### src/rtl/fsk_demodulate_if.sv
// Signal bundle between the FSK line receiver and the downstream Hamming decoder.
// The master side is the demodulator: it samples fsk and drives the decoded results.
interface fsk_demodulate_if #(
    parameter int N_BITS = 14
);
    // code_valid is a one-cycle strobe with no ready; the consumer must capture
    // code/frame_err in that cycle. Likewise bit_strobe qualifies bit_val/symbol_err.
    logic              fsk;
    logic [N_BITS-1:0] code;
    logic              code_valid;
    logic              frame_err;
    logic              bit_strobe;
    logic              bit_val;
    logic              symbol_err;
    logic [3:0]        bit_idx;

    modport master (
        input  fsk,
        output code, code_valid, frame_err, bit_strobe, bit_val, symbol_err, bit_idx
    );

    modport slave (
        output fsk,
        input  code, code_valid, frame_err, bit_strobe, bit_val, symbol_err, bit_idx
    );
endinterface

### src/rtl/fsk_demodulate.sv
// FSK demodulator: counts line transitions in fixed bit windows, decides 1/0 per
// window and reassembles LSB-first codewords for the Hamming decoder.
module fsk_demodulate #(
    parameter int BIT_CYCLES = 16,
    parameter int N_BITS     = 14,
    parameter int THRESH     = 12,
    parameter int SKEW       = 2
) (
    input  logic                clk2,
    input  logic                reset,
    fsk_demodulate_if.master    bus,
    output logic                state_o
);

    localparam int WW = (BIT_CYCLES > 1) ? $clog2(BIT_CYCLES) : 1;
    localparam int SW = (SKEW > 1) ? $clog2(SKEW) : 1;
    localparam logic [WW-1:0] WLAST     = WW'(BIT_CYCLES - 1);
    localparam logic [SW-1:0] SKEW_LAST = SW'(SKEW - 1);
    localparam logic [3:0]    IDX_LAST  = 4'(N_BITS - 1);
    localparam logic [4:0]    THR       = 5'(THRESH);

    typedef enum logic {
        ST_STARTUP = 1'b0,
        ST_RUN     = 1'b1
    } state_t;

    state_t              state_q, state_d;
    logic                fsk_q, fsk_q2;
    logic [SW-1:0]       skew_q, skew_d;
    logic [WW-1:0]       wcnt_q, wcnt_d;
    logic [4:0]          ecnt_q, ecnt_d;
    logic [N_BITS-2:0]   shreg_q, shreg_d;
    logic [3:0]          idx_q, idx_d;
    logic                sticky_q, sticky_d;
    logic [N_BITS-1:0]   code_q, code_d;
    logic                code_valid_q, code_valid_d;
    logic                frame_err_q, frame_err_d;
    logic                bit_strobe_q, bit_strobe_d;
    logic                bit_val_q, bit_val_d;
    logic                symbol_err_q, symbol_err_d;

    logic                tr;
    logic [5:0]          sum;
    logic [4:0]          total;
    logic                dec_bit;
    logic                dec_err;

    assign tr = fsk_q ^ fsk_q2;

    always_comb begin
        state_d      = state_q;
        skew_d       = skew_q;
        wcnt_d       = wcnt_q;
        ecnt_d       = ecnt_q;
        shreg_d      = shreg_q;
        idx_d        = idx_q;
        sticky_d     = sticky_q;
        code_d       = code_q;
        code_valid_d = 1'b0;
        frame_err_d  = frame_err_q;
        bit_strobe_d = 1'b0;
        bit_val_d    = bit_val_q;
        symbol_err_d = symbol_err_q;

        // Saturating count including the transition seen on this edge.
        sum     = {1'b0, ecnt_q} + {5'd0, tr};
        total   = sum[5] ? 5'd31 : sum[4:0];
        dec_bit = (total >= THR);
        // Totals between the nominal 8 and 16 that sit near the threshold are suspect.
        dec_err = (total < 5'd4) || ((total > 5'd10) && (total < 5'd14));

        case (state_q)
            ST_STARTUP: begin
                if (skew_q == SKEW_LAST) begin
                    state_d = ST_RUN;
                end else begin
                    skew_d = skew_q + 1'b1;
                end
            end
            ST_RUN: begin
                if (wcnt_q == WLAST) begin
                    wcnt_d       = '0;
                    ecnt_d       = '0;
                    bit_strobe_d = 1'b1;
                    bit_val_d    = dec_bit;
                    symbol_err_d = dec_err;
                    if (idx_q == IDX_LAST) begin
                        idx_d        = '0;
                        code_d       = {dec_bit, shreg_q};
                        frame_err_d  = sticky_q | dec_err;
                        code_valid_d = 1'b1;
                        sticky_d     = 1'b0;
                    end else begin
                        shreg_d[idx_q] = dec_bit;
                        idx_d          = idx_q + 1'b1;
                        sticky_d       = sticky_q | dec_err;
                    end
                end else begin
                    wcnt_d = wcnt_q + 1'b1;
                    ecnt_d = total;
                end
            end
            default: state_d = ST_STARTUP;
        endcase
    end

    always_ff @(posedge clk2 or posedge reset) begin
        if (reset) begin
            state_q      <= ST_STARTUP;
            fsk_q        <= 1'b0;
            fsk_q2       <= 1'b0;
            skew_q       <= '0;
            wcnt_q       <= '0;
            ecnt_q       <= '0;
            shreg_q      <= '0;
            idx_q        <= '0;
            sticky_q     <= 1'b0;
            code_q       <= '0;
            code_valid_q <= 1'b0;
            frame_err_q  <= 1'b0;
            bit_strobe_q <= 1'b0;
            bit_val_q    <= 1'b0;
            symbol_err_q <= 1'b0;
        end else begin
            state_q      <= state_d;
            fsk_q        <= bus.fsk;
            fsk_q2       <= fsk_q;
            skew_q       <= skew_d;
            wcnt_q       <= wcnt_d;
            ecnt_q       <= ecnt_d;
            shreg_q      <= shreg_d;
            idx_q        <= idx_d;
            sticky_q     <= sticky_d;
            code_q       <= code_d;
            code_valid_q <= code_valid_d;
            frame_err_q  <= frame_err_d;
            bit_strobe_q <= bit_strobe_d;
            bit_val_q    <= bit_val_d;
            symbol_err_q <= symbol_err_d;
        end
    end

    assign bus.code       = code_q;
    assign bus.code_valid = code_valid_q;
    assign bus.frame_err  = frame_err_q;
    assign bus.bit_strobe = bit_strobe_q;
    assign bus.bit_val    = bit_val_q;
    assign bus.symbol_err = symbol_err_q;
    assign bus.bit_idx    = idx_q;
    assign state_o        = state_q;

endmodule

### src/flat_wrapper.sv
// flat-port wrapper written by rule: the top's interface ports become plain ports
module fsk_demodulate_flat 
#(
    parameter int BIT_CYCLES = 16,
    parameter int N_BITS     = 14,
    parameter int THRESH     = 12,
    parameter int SKEW       = 2
)
  (clk2, reset, state_o, bus_fsk, bus_code, bus_code_valid, bus_frame_err, bus_bit_strobe, bus_bit_val, bus_symbol_err, bus_bit_idx);
  fsk_demodulate_if #(.N_BITS(N_BITS)) bus_i ();
  input  logic clk2;
  input  logic reset;
  output logic state_o;
  input wire logic [$bits(bus_i.fsk)-1:0] bus_fsk;
  output wire logic [$bits(bus_i.code)-1:0] bus_code;
  output wire logic [$bits(bus_i.code_valid)-1:0] bus_code_valid;
  output wire logic [$bits(bus_i.frame_err)-1:0] bus_frame_err;
  output wire logic [$bits(bus_i.bit_strobe)-1:0] bus_bit_strobe;
  output wire logic [$bits(bus_i.bit_val)-1:0] bus_bit_val;
  output wire logic [$bits(bus_i.symbol_err)-1:0] bus_symbol_err;
  output wire logic [$bits(bus_i.bit_idx)-1:0] bus_bit_idx;
  assign bus_i.fsk = bus_fsk;
  assign bus_code = bus_i.code;
  assign bus_code_valid = bus_i.code_valid;
  assign bus_frame_err = bus_i.frame_err;
  assign bus_bit_strobe = bus_i.bit_strobe;
  assign bus_bit_val = bus_i.bit_val;
  assign bus_symbol_err = bus_i.symbol_err;
  assign bus_bit_idx = bus_i.bit_idx;
  fsk_demodulate #(.BIT_CYCLES(BIT_CYCLES), .N_BITS(N_BITS), .THRESH(THRESH), .SKEW(SKEW)) u_core (.clk2(clk2), .reset(reset), .bus(bus_i), .state_o(state_o));
endmodule
### config.mk
export PLATFORM = sky130hd
export DESIGN_NAME = fsk_demodulate_flat
export DESIGN_NICKNAME = d
export VERILOG_FILES = /design/src/rtl/fsk_demodulate_if.sv /design/src/rtl/fsk_demodulate.sv /design/src/flat_wrapper.sv
export SDC_FILE = /design/constraint.sdc
export NUM_CORES = 1
export LEC_CHECK = 0
export ABC_AREA = 1
export CAP_MARGIN = 10
export CELL_PAD_IN_SITES_DETAIL_PLACEMENT = 1
export CELL_PAD_IN_SITES_GLOBAL_PLACEMENT = 2
export CORE_AREA = 2 2 84 86
export CTS_CLUSTER_SIZE = 10
export DETAILED_ROUTE_END_ITERATION = 8
export DIE_AREA = 0 0 86 88
export PLACE_DENSITY_LB_ADDON = 0.25
export SLEW_MARGIN = 20
export SYNTH_ARGS = -nofsm -noshare
export SYNTH_HDL_FRONTEND = slang
export SYNTH_SLANG_ARGS = --single-unit
export TNS_END_PERCENT = 100
### constraint.sdc
create_clock -name clk2 -period 2 [get_ports clk2]
set_input_delay 0.4 -clock clk2 [delete_from_list [all_inputs] [get_ports clk2]]
set_output_delay 0.4 -clock clk2 [all_outputs]
set_load 0.005 [all_outputs]
==> impl_metrics.env, run 1 <==
export IMPL_drt_drc_violations_left=0
export IMPL_yosysSeqAreaShare=0.551
export IMPL_grt_remaining_overflow=0
export IMPL_startpoint_type="register"
export IMPL_path_max_fanout=5
export IMPL_critical_path_arrival_ps=2120
export IMPL_r2r_slack_ps=110
export IMPL_rsz0062_at_grt="true"
export IMPL_cts_buffers_inserted=5
export IMPL_rows=30
export IMPL_synth_top_area_frac=0.551
export IMPL_hp_start="u_core.fsk_q"
export IMPL_yosysWarnings=0
export IMPL_yosysTopAreaCell="dfrtp_1"
export IMPL_period_share=0.945
export IMPL_root_buffer="clkbuf_8"
export IMPL_regArea_um2=1250
export IMPL_die_area_um2=7570
export IMPL_cp_slowest_cell="dfrtp_1"
export IMPL_nFillCells=752
export IMPL_cpPeakStageDelay_ps=400
export IMPL_final_common_cell="dfrtp_1"
export IMPL_grt_pass1_vias=1694
export IMPL_multiInputGateArea_um2=888
export IMPL_ir_drop_uv=413
export IMPL_whs_path_depth=0
export IMPL_fmax_mhz=529
export IMPL_p_total_w=0.00249
export IMPL_io_pin_count=27
export IMPL_cts_tree="yes"
export IMPL_clk_pin_slew_worst_paths_ps=90
export IMPL_dp_hpwl_um=3280
export IMPL_r2r_start="u_core.fsk_q"
export IMPL_critical_path_class="reg2reg"
export IMPL_wl_per_cell_um=13.5
export IMPL_path_buf_inv=0
export IMPL_drive_above_1_share=0.185
export IMPL_place_ws_ps=53.8
export IMPL_worstPathCellList="xor2_1 -> ha_1 -> ha_2 -> nand2_1 -> o21ai_2 -> nand3_4 -> a21oi_2 -> nand3_1 -> a21oi_1"
export IMPL_grt_max_degree=51
export IMPL_antenna_left=0
export IMPL_insertion_delay_ps=300
export IMPL_num_vias=1606
export IMPL_grt_usage=0.137
export IMPL_postSynthRegisterBits=50
export IMPL_cap_violations=0
export IMPL_cp_required_ps=2230
export IMPL_ctsHoldBuffers=0
export IMPL_slew_viol_final=0
export IMPL_yosysUniqueCellTypes=28
export IMPL_cts_sinks=50
export IMPL_fin_crit_ps=1890
export IMPL_hold_class="reg2reg"
export IMPL_finalSetupViolCount=0
export IMPL_placed_area_um2=2620
export IMPL_drt_iter0_drc=104
export IMPL_hold_ws_ps=404
export IMPL_synth_area_um2=2270
export IMPL_die_x_um=86
export IMPL_post_cts_resized=0
export IMPL_antenna_found_initial=0
export IMPL_antenna_cells=0
export IMPL_hold_violations=0
export IMPL_grt_pass1_wl_um=8020
export IMPL_syn_nets=237
export IMPL_first_pass_iters=4
export IMPL_clockBufferDepth=2
export IMPL_floorplan_initialDensity=0.342
export IMPL_area_growth_synth_to_final_pct=21.0
export IMPL_final_util=0.414
export IMPL_io_buffers=26
export IMPL_setup_ws_ps=110
export IMPL_worst_slew_pin_slew_ps=379
export IMPL_most_common_layout_cells="dfrtp_1 (50), nand2_1 (47), clkdlybuf4s50_1 (26)"
export IMPL_p_per_area_nw_per_um2=907
export IMPL_reg2reg_depth=9
export IMPL_relSlewSlack=0.747
export IMPL_htreeDepth=2
export IMPL_drt_vias_per_instance=4.66
export IMPL_cp_top_family="compound AO/OA/AOI/OAI gates"
export IMPL_status="finished, final reports clean"
export IMPL_die_h_um=88
export IMPL_synth_area_leaders="dfrtp_1 (55%), nand2_1 (7.8%), o21ai_2 (4.6%)"
export IMPL_finClkSkew_ps=5.56
export IMPL_netlist_instances=231
export IMPL_power_leakage_nw=1.27
export IMPL_routed_wl_um=4670
export IMPL_post_cts_buffers=0
export IMPL_syn_area_per_cell_um2=9.84
export IMPL_fin_area_um2=2750
export IMPL_worstSetupEndpointType="register"
export IMPL_holdPathEnd="u_core.fsk_q2"
export IMPL_core_area_um2=6640
export IMPL_nets=270
export IMPL_r2r_end="u_core.sticky_q"
export IMPL_gp_congestion=0.792
## where the power goes
| part | total (W) | switching, W | internal (W) |
|---|---|---|---|
| sequential | 0.00119 | 0.0000920 | 0.00110 |
| clock | 0.000609 | 0.000330 | 0.000279 |
| combinational | 0.000692 | 0.000432 | 0.000260 |
| total | 0.00249 | 0.000855 | 0.00164 |
## through the flow
stage,std cells,setup TNS (ps)
finish,345,0
global placement,335,0
floorplan,231,0
global route,345,-9.51
CTS,343,0
detailed placement,335,0
## flip-flops by register name, indices dropped and copies added, names as in the netlist
register and cells:
u_core.bus.bit_idx 4, u_core.bus.bit_strobe 1, u_core.bus.bit_val 1, u_core.bus.code 14, u_core.bus.code_valid 1, u_core.bus.frame_err 1
u_core.bus.symbol_err 1, u_core.ecnt_q 5, u_core.fsk_q 1, u_core.fsk_q2 1, u_core.shreg_q 13, u_core.skew_q 1
u_core.state_o 1, u_core.sticky_q 1, u_core.wcnt_q 4
## worst max path at each step
stage / start / to / slack, ps / cells after the start
after floorplan: u_core.fsk_q2 / u_core.shreg_q[0] / 240 / 9
after global placement: u_core.fsk_q / u_core.shreg_q[0] / 130 / 9
after detailed placement: u_core.fsk_q / u_core.shreg_q[8] / 50 / 9
after CTS: u_core.fsk_q / u_core.shreg_q[8] / 50 / 9
after global routing: u_core.fsk_q / u_core.sticky_q / -10 / 9
final: u_core.fsk_q / u_core.sticky_q / 110 / 9
## kinds of logic after synthesis
family / count (synthesis) / share of synthesized area
AOI/OAI and AO/OA: 42 / 0.117
xor gates and xnor gates: 4 / 0.0154
adders and majority gates: 3 / 0.0165
buffers and inverters: 36 / 0.0754
DFF: 50 / 0.551
muxes: 5 / 0.0220
and+or+nand+nor: 91 / 0.203
## area by class of cell
cell class / count / share of cell area
clock inverter: 2 / 0.00455
clock buffer: 6 / 0.0300
multi-input combinational: 147 / 0.323
timing repair buffer: 29 / 0.107
inverter: 31 / 0.0432
sequential: 50 / 0.455
tap: 80 / 0.0364
## layer usage
layer,vias up,global-route usage,part of all wire
li1,810,-,-
met5,-,0,0
met2,19,0.218,0.48
met4,0,0.0433,0.0062
met3,2,0.0386,0.023
met1,775,0.182,0.49
## cells in the mapped netlist, drive strengths merged
cell,number
o21ai,34
xor2,3
buf,5
dfrtp,50
o21a,1
ha,3
nor3,2
nand2,50
nor2,21
inv,31
nand3,15
a21oi,5
o2111ai,1
xnor2,1
o22ai,1
mux2i,5
nand4,3
Power figures use the tool's default switching activity.
==> inputs of run 2 (changes only) <==
--- a/config.mk
+++ b/config.mk
@@ -14,6 +14,7 @@
 export DETAILED_ROUTE_END_ITERATION = 8
 export DIE_AREA = 0 0 86 88
 export PLACE_DENSITY_LB_ADDON = 0.25
+export SKIP_CTS_REPAIR_TIMING = 1
 export SLEW_MARGIN = 20
 export SYNTH_ARGS = -nofsm -noshare
 export SYNTH_HDL_FRONTEND = slang
==> results of run 2 <==
Final layout, timing and power as in run 1 (identical DEF).
==> RTL edit 1: new RTL, settings of run 1 <==
`shreg_q` no longer has a reset.
--- a/src/rtl/fsk_demodulate.sv
+++ b/src/rtl/fsk_demodulate.sv
@@ -112,7 +112,6 @@
             skew_q       <= '0;
             wcnt_q       <= '0;
             ecnt_q       <= '0;
-            shreg_q      <= '0;
             idx_q        <= '0;
             sticky_q     <= 1'b0;
             code_q       <= '0;
@@ -128,7 +127,6 @@
             skew_q       <= skew_d;
             wcnt_q       <= wcnt_d;
             ecnt_q       <= ecnt_d;
-            shreg_q      <= shreg_d;
             idx_q        <= idx_d;
             sticky_q     <= sticky_d;
             code_q       <= code_d;
@@ -138,6 +136,10 @@
             bit_val_q    <= bit_val_d;
             symbol_err_q <= symbol_err_d;
         end
+    end
+
+    always_ff @(posedge clk2) begin
+        shreg_q <= shreg_d;
     end
 
     assign bus.code       = code_q;
Check against the original RTL: same outputs for any inputs over 10 cycles, from zero or initial values and one cycle with reset high; that may be too few to reach the edited logic, so the function may still have changed.
==> RTL edit 1 against run 1 <==
Largest cell class unchanged; area after synthesis is 7.5% lower; design area is 0.73% higher; wire length is 2.3% higher; sequential cell count stayed put; clock skew is 0.0047 ns higher; total power is 15% higher; setup slack worse by 0.060 ns; fmax is 3.1% lower; largest power group unchanged.
==> RTL edit 1: results (changes against run 1) <==
capturing element of the worst setup path u_core.shreg_q[12]; Layout Nets 266 (-1.5%); number of synthesized flops with an enable pin 13 (+13); Fmax achieved 513 MHz (-3.1%); share of async-settable or async-resettable flops after synthesis 74.0% (-26 points); static leakage 1.30 nW (+2.5%); list of most frequent post-synthesis cells 74 x nand2_1, 37 x dfrtp_1, 25 x nor2_1, 15 x inv_1, 13 x edfxtp_1; share of final-layout standard cells stronger than drive strength 1 21.5% (+3.0 points); GR Util met1 18.5% (+0.27 points); post-detailed-routing wire length 4780 um (+2.3%); # fillers 767 (+2.0%); logic depth of the worst register-to-register path 11 (+2); share of synthesized area occupied by flip-flops and latches 62.7% (+7.6 points); Total GRT Usage 13.6% (-0.12 points); maximum VDD drop 0.347 mV (-16%); top post-synthesis cells by area dfrtp_1 44%, edfxtp_1 19%, nand2_1 13%, nor2_1 4.5%, inv_1 2.7%; highest fanout seen on the critical path 8 (+3); arrival time worst endpoint 2.03 ns (-0.09 ns); reg2reg start u_core.fsk_q2; via count of the first global-routing pass 1595 (-5.8%); clock-pin slew reported for the worst setup and hold paths after clock tree synthesis 0.11 ns (+0.02 ns); grt met2 use 21.3% (-0.49 points); mux contribution to synthesized area 0% (-2.2 points); run status finished, final reports clean; maximum number of pins on one net before global-route repair 38 (-25%); DP Cell Count 328 (-2.1%)
## RTL edit 1: cell types whose count changed after synthesis, sizes merged, moves of 2 or more
| cell | change |
|---|---|
| nand3 | -3 |
| dfrtp | -13 |
| inv | -12 |
| nor2 | +7 |
| mux2i | -5 |
| buf | -2 |
| o22ai | +2 |
| edfxtp | +13 |
| nand4 | -2 |
| o21ai | -26 |
| nand2 | +25 |
## RTL edit 1: worst min path at each step
stage,from,endpoint,slack [ns],cells past startpoint
2_1_floorplan,u_core.fsk_q,u_core.fsk_q2,0.37,0
3_3_place_gp,u_core.fsk_q,u_core.fsk_q2,0.38,0
3_5_place_dp,u_core.fsk_q,u_core.fsk_q2,0.38,0
4_1_cts,u_core.fsk_q,u_core.fsk_q2,0.40,0
5_1_grt,u_core.fsk_q,u_core.fsk_q2,0.42,0
6_report,u_core.fsk_q,u_core.fsk_q2,0.40,0
## RTL edit 1: kinds of logic after synthesis
group,after synthesis
simple gates,119
flops,50
buf+inv,23
compound gates,17
xor+xnor,3
fa+ha+maj,3
## RTL edit 1: power by group through the flow
stage,clock (mW),combinational [mW],sequential (mW)
final,0.642,0.951,1.27
after floorplan,0,0.331,1.27
after global routing,0.710,1.05,1.29
after global placement,0,0.561,1.29
after detailed placement,0,0.581,1.29
after CTS,0.667,0.699,1.26
## RTL edit 1: layer usage
layer / vias to the layer above / wire length (um)
met5: - / 0
met4: 0 / 60
met2: 22 / 2130
li1: 772 / -
met1: 748 / 2420
met3: 5 / 159
## RTL edit 1: worst max-delay path: stages, from the launching register on
cell and delay [ns]:
dfrtp_1 0.39, xor2_1 0.16, ha_2 0.22, ha_4 0.14
nand2_2 0.06, buf_6 0.14, nor2_2 0.08, nand2_1 0.08
nand2_2 0.09, buf_4 0.12, o21ai_4 0.09, buf_12 0.15
## RTL edit 1: final cells by class
type	count	area (um2)	share of cell area [%]
tap	80	100	3.61
inverter	19	71.3	2.58
multi-input combinational	142	783	28.3
clock buffer	5	68.8	2.49
clock inverter	3	28.8	1.04
timing repair buffer	42	400	14.5
sequential	50	1320	47.5
## RTL edit 1: stage by stage
step	util (%)	hold slack, ns
finish	41.7	0.400
global route	41.7	0.421
CTS	40.2	0.403
detailed placement	37.9	0.380
global placement	37.9	0.377
floorplan	-	0.372
## RTL edit 1: what timing repair did
item | 4_1_cts | 5_1_grt
gates resized for setup | 10 | 17
buffers inserted | 2 | 3
setup endpoints to repair | 16 | 5
pin swaps | 4 | 14
==> RTL edit 2: new RTL, settings of run 1 <==
Without the edit above. `SKEW` is set to 2 in 2 places; all go to 4.
--- a/src/rtl/fsk_demodulate.sv
+++ b/src/rtl/fsk_demodulate.sv
@@ -4,7 +4,7 @@
     parameter int BIT_CYCLES = 16,
     parameter int N_BITS     = 14,
     parameter int THRESH     = 12,
-    parameter int SKEW       = 2
+    parameter int SKEW       = 4
 ) (
     input  logic                clk2,
     input  logic                reset,
--- a/src/flat_wrapper.sv
+++ b/src/flat_wrapper.sv
@@ -4,7 +4,7 @@
     parameter int BIT_CYCLES = 16,
     parameter int N_BITS     = 14,
     parameter int THRESH     = 12,
-    parameter int SKEW       = 2
+    parameter int SKEW       = 4
 )
   (clk2, reset, state_o, bus_fsk, bus_code, bus_code_valid, bus_frame_err, bus_bit_strobe, bus_bit_val, bus_symbol_err, bus_bit_idx);
   fsk_demodulate_if #(.N_BITS(N_BITS)) bus_i ();
Check against the original RTL: not equivalent (Yosys sat finds a counterexample within 4 cycles, from zero or initial values and one cycle with reset high).
==> RTL edit 2 against run 1 <==
Sequential cell count grew 1; design area increased by 6.2%; total power up 9.3%; wire length is 12% higher; area after synthesis rose by 1.7%; cell count rose by 8.7%; non-clock buffer count up 4; critical path depth increased by 5; count of clock-buffer cells in the layout is 1 lower; first-iteration DRC count is 41% lower; setup slack lost 0.010 ns.
==> RTL edit 2: results (changes against run 1) <==
highest fanout seen on the critical path 6 (+1); count of inverters other than clock inverters in the layout 39 (+26%); post-detailed-routing wire length 5220 um (+12%); clock tree cell share of total cell area 3.86% (+0.40 points); post-cts repair resize count 6 (+6); synthesized-area fraction occupied by xor and xnor cells 1.14% (-0.40 points); compound-cell area share of the yosys netlist 10.6% (-1.2 points); M3 GR Usage 3.11% (-0.75 points); Synth Net Count 265 (+12%); pre-CTS worst setup slack -0.0811 ns (-0.135 ns); multi-input logic cell count 164 (+12%); Worst path top cell family by delay simple AND/OR/NAND/NOR gates; mux contribution to synthesized area 0.433% (-1.8 points); static leakage 1.34 nW (+5.2%); post-route clock skew 0.00571 ns (+0.000152 ns); Worst slew margin 77.3% (+2.6 points); list of most frequent post-synthesis cells 73 x nand2_1, 51 x dfrtp_1, 33 x inv_1, 25 x nor2_1, 18 x o21ai_0; maximum VDD drop 0.372 mV (-10%); Cell Pwr Density 934 mW/mm2 (+3.0%); top post-synthesis cells by area dfrtp_1 55%, nand2_1 12%, inv_1 5.4%, o21ai_2 4.2%, nor2_1 4.1%; run status finished, final reports clean; share of final-layout standard cells stronger than drive strength 1 19.7% (+1.2 points); grt met2 use 23.9% (+2.1 points); Layout Nets 301 (+11%); DP Cell Count 364 (+8.7%); GR Util met1 21.8% (+3.5 points); Total GRT Usage 15.3% (+1.6 points); number of distinct library cells after synthesis 27 (-3.6%); Final Util 43.9% (+2.6 points); HP Class in2async; HPWL after detailed placement 3680 um (+12%); # fillers 780 (+3.7%); share of synthesized area occupied by flip-flops and latches 55.2% (+0.16 points); Met2 Routed Length 2360 um (+5.8%); Post-Synth Adder-Cell Area 2.17% (+0.51 points); met3 routed WL 129 um (+18%); detail-routed net length per standard cell 13.9 um (+2.8%); via count 1758 (+9.5%)
RTL edit 2: tightest hold or removal path: cells and delay by family:
kind | cells | cell delay, ns
buf+inv | 3 | 0.67
RTL edit 2: final timing paths:
path                                     from               endpoint  slack, ns  depth (start not counted)
worst max-delay path            u_core.fsk_q2   u_core.bus.frame_err        0.1                         14
worst min-delay path                    reset    u_core.bus.code[12]       0.43                          3
worst max register to register  u_core.fsk_q2   u_core.bus.frame_err        0.1                         14
max in group asynchronous               reset  u_core.bus.bit_idx[3]       1.35                          3
worst min register to register   u_core.fsk_q          u_core.fsk_q2       0.45                          0
min in group clk2                u_core.fsk_q          u_core.fsk_q2       0.45                          0
RTL edit 2: report_power, final:
group | internal, mW | total (mW) | switching (mW) | leakage (nW)
Clock | 0.373 | 0.739 | 0.366 | 0.0581
Sequential | 1.12 | 1.20 | 0.0737 | 0.655
Combinational | 0.313 | 0.789 | 0.476 | 0.627
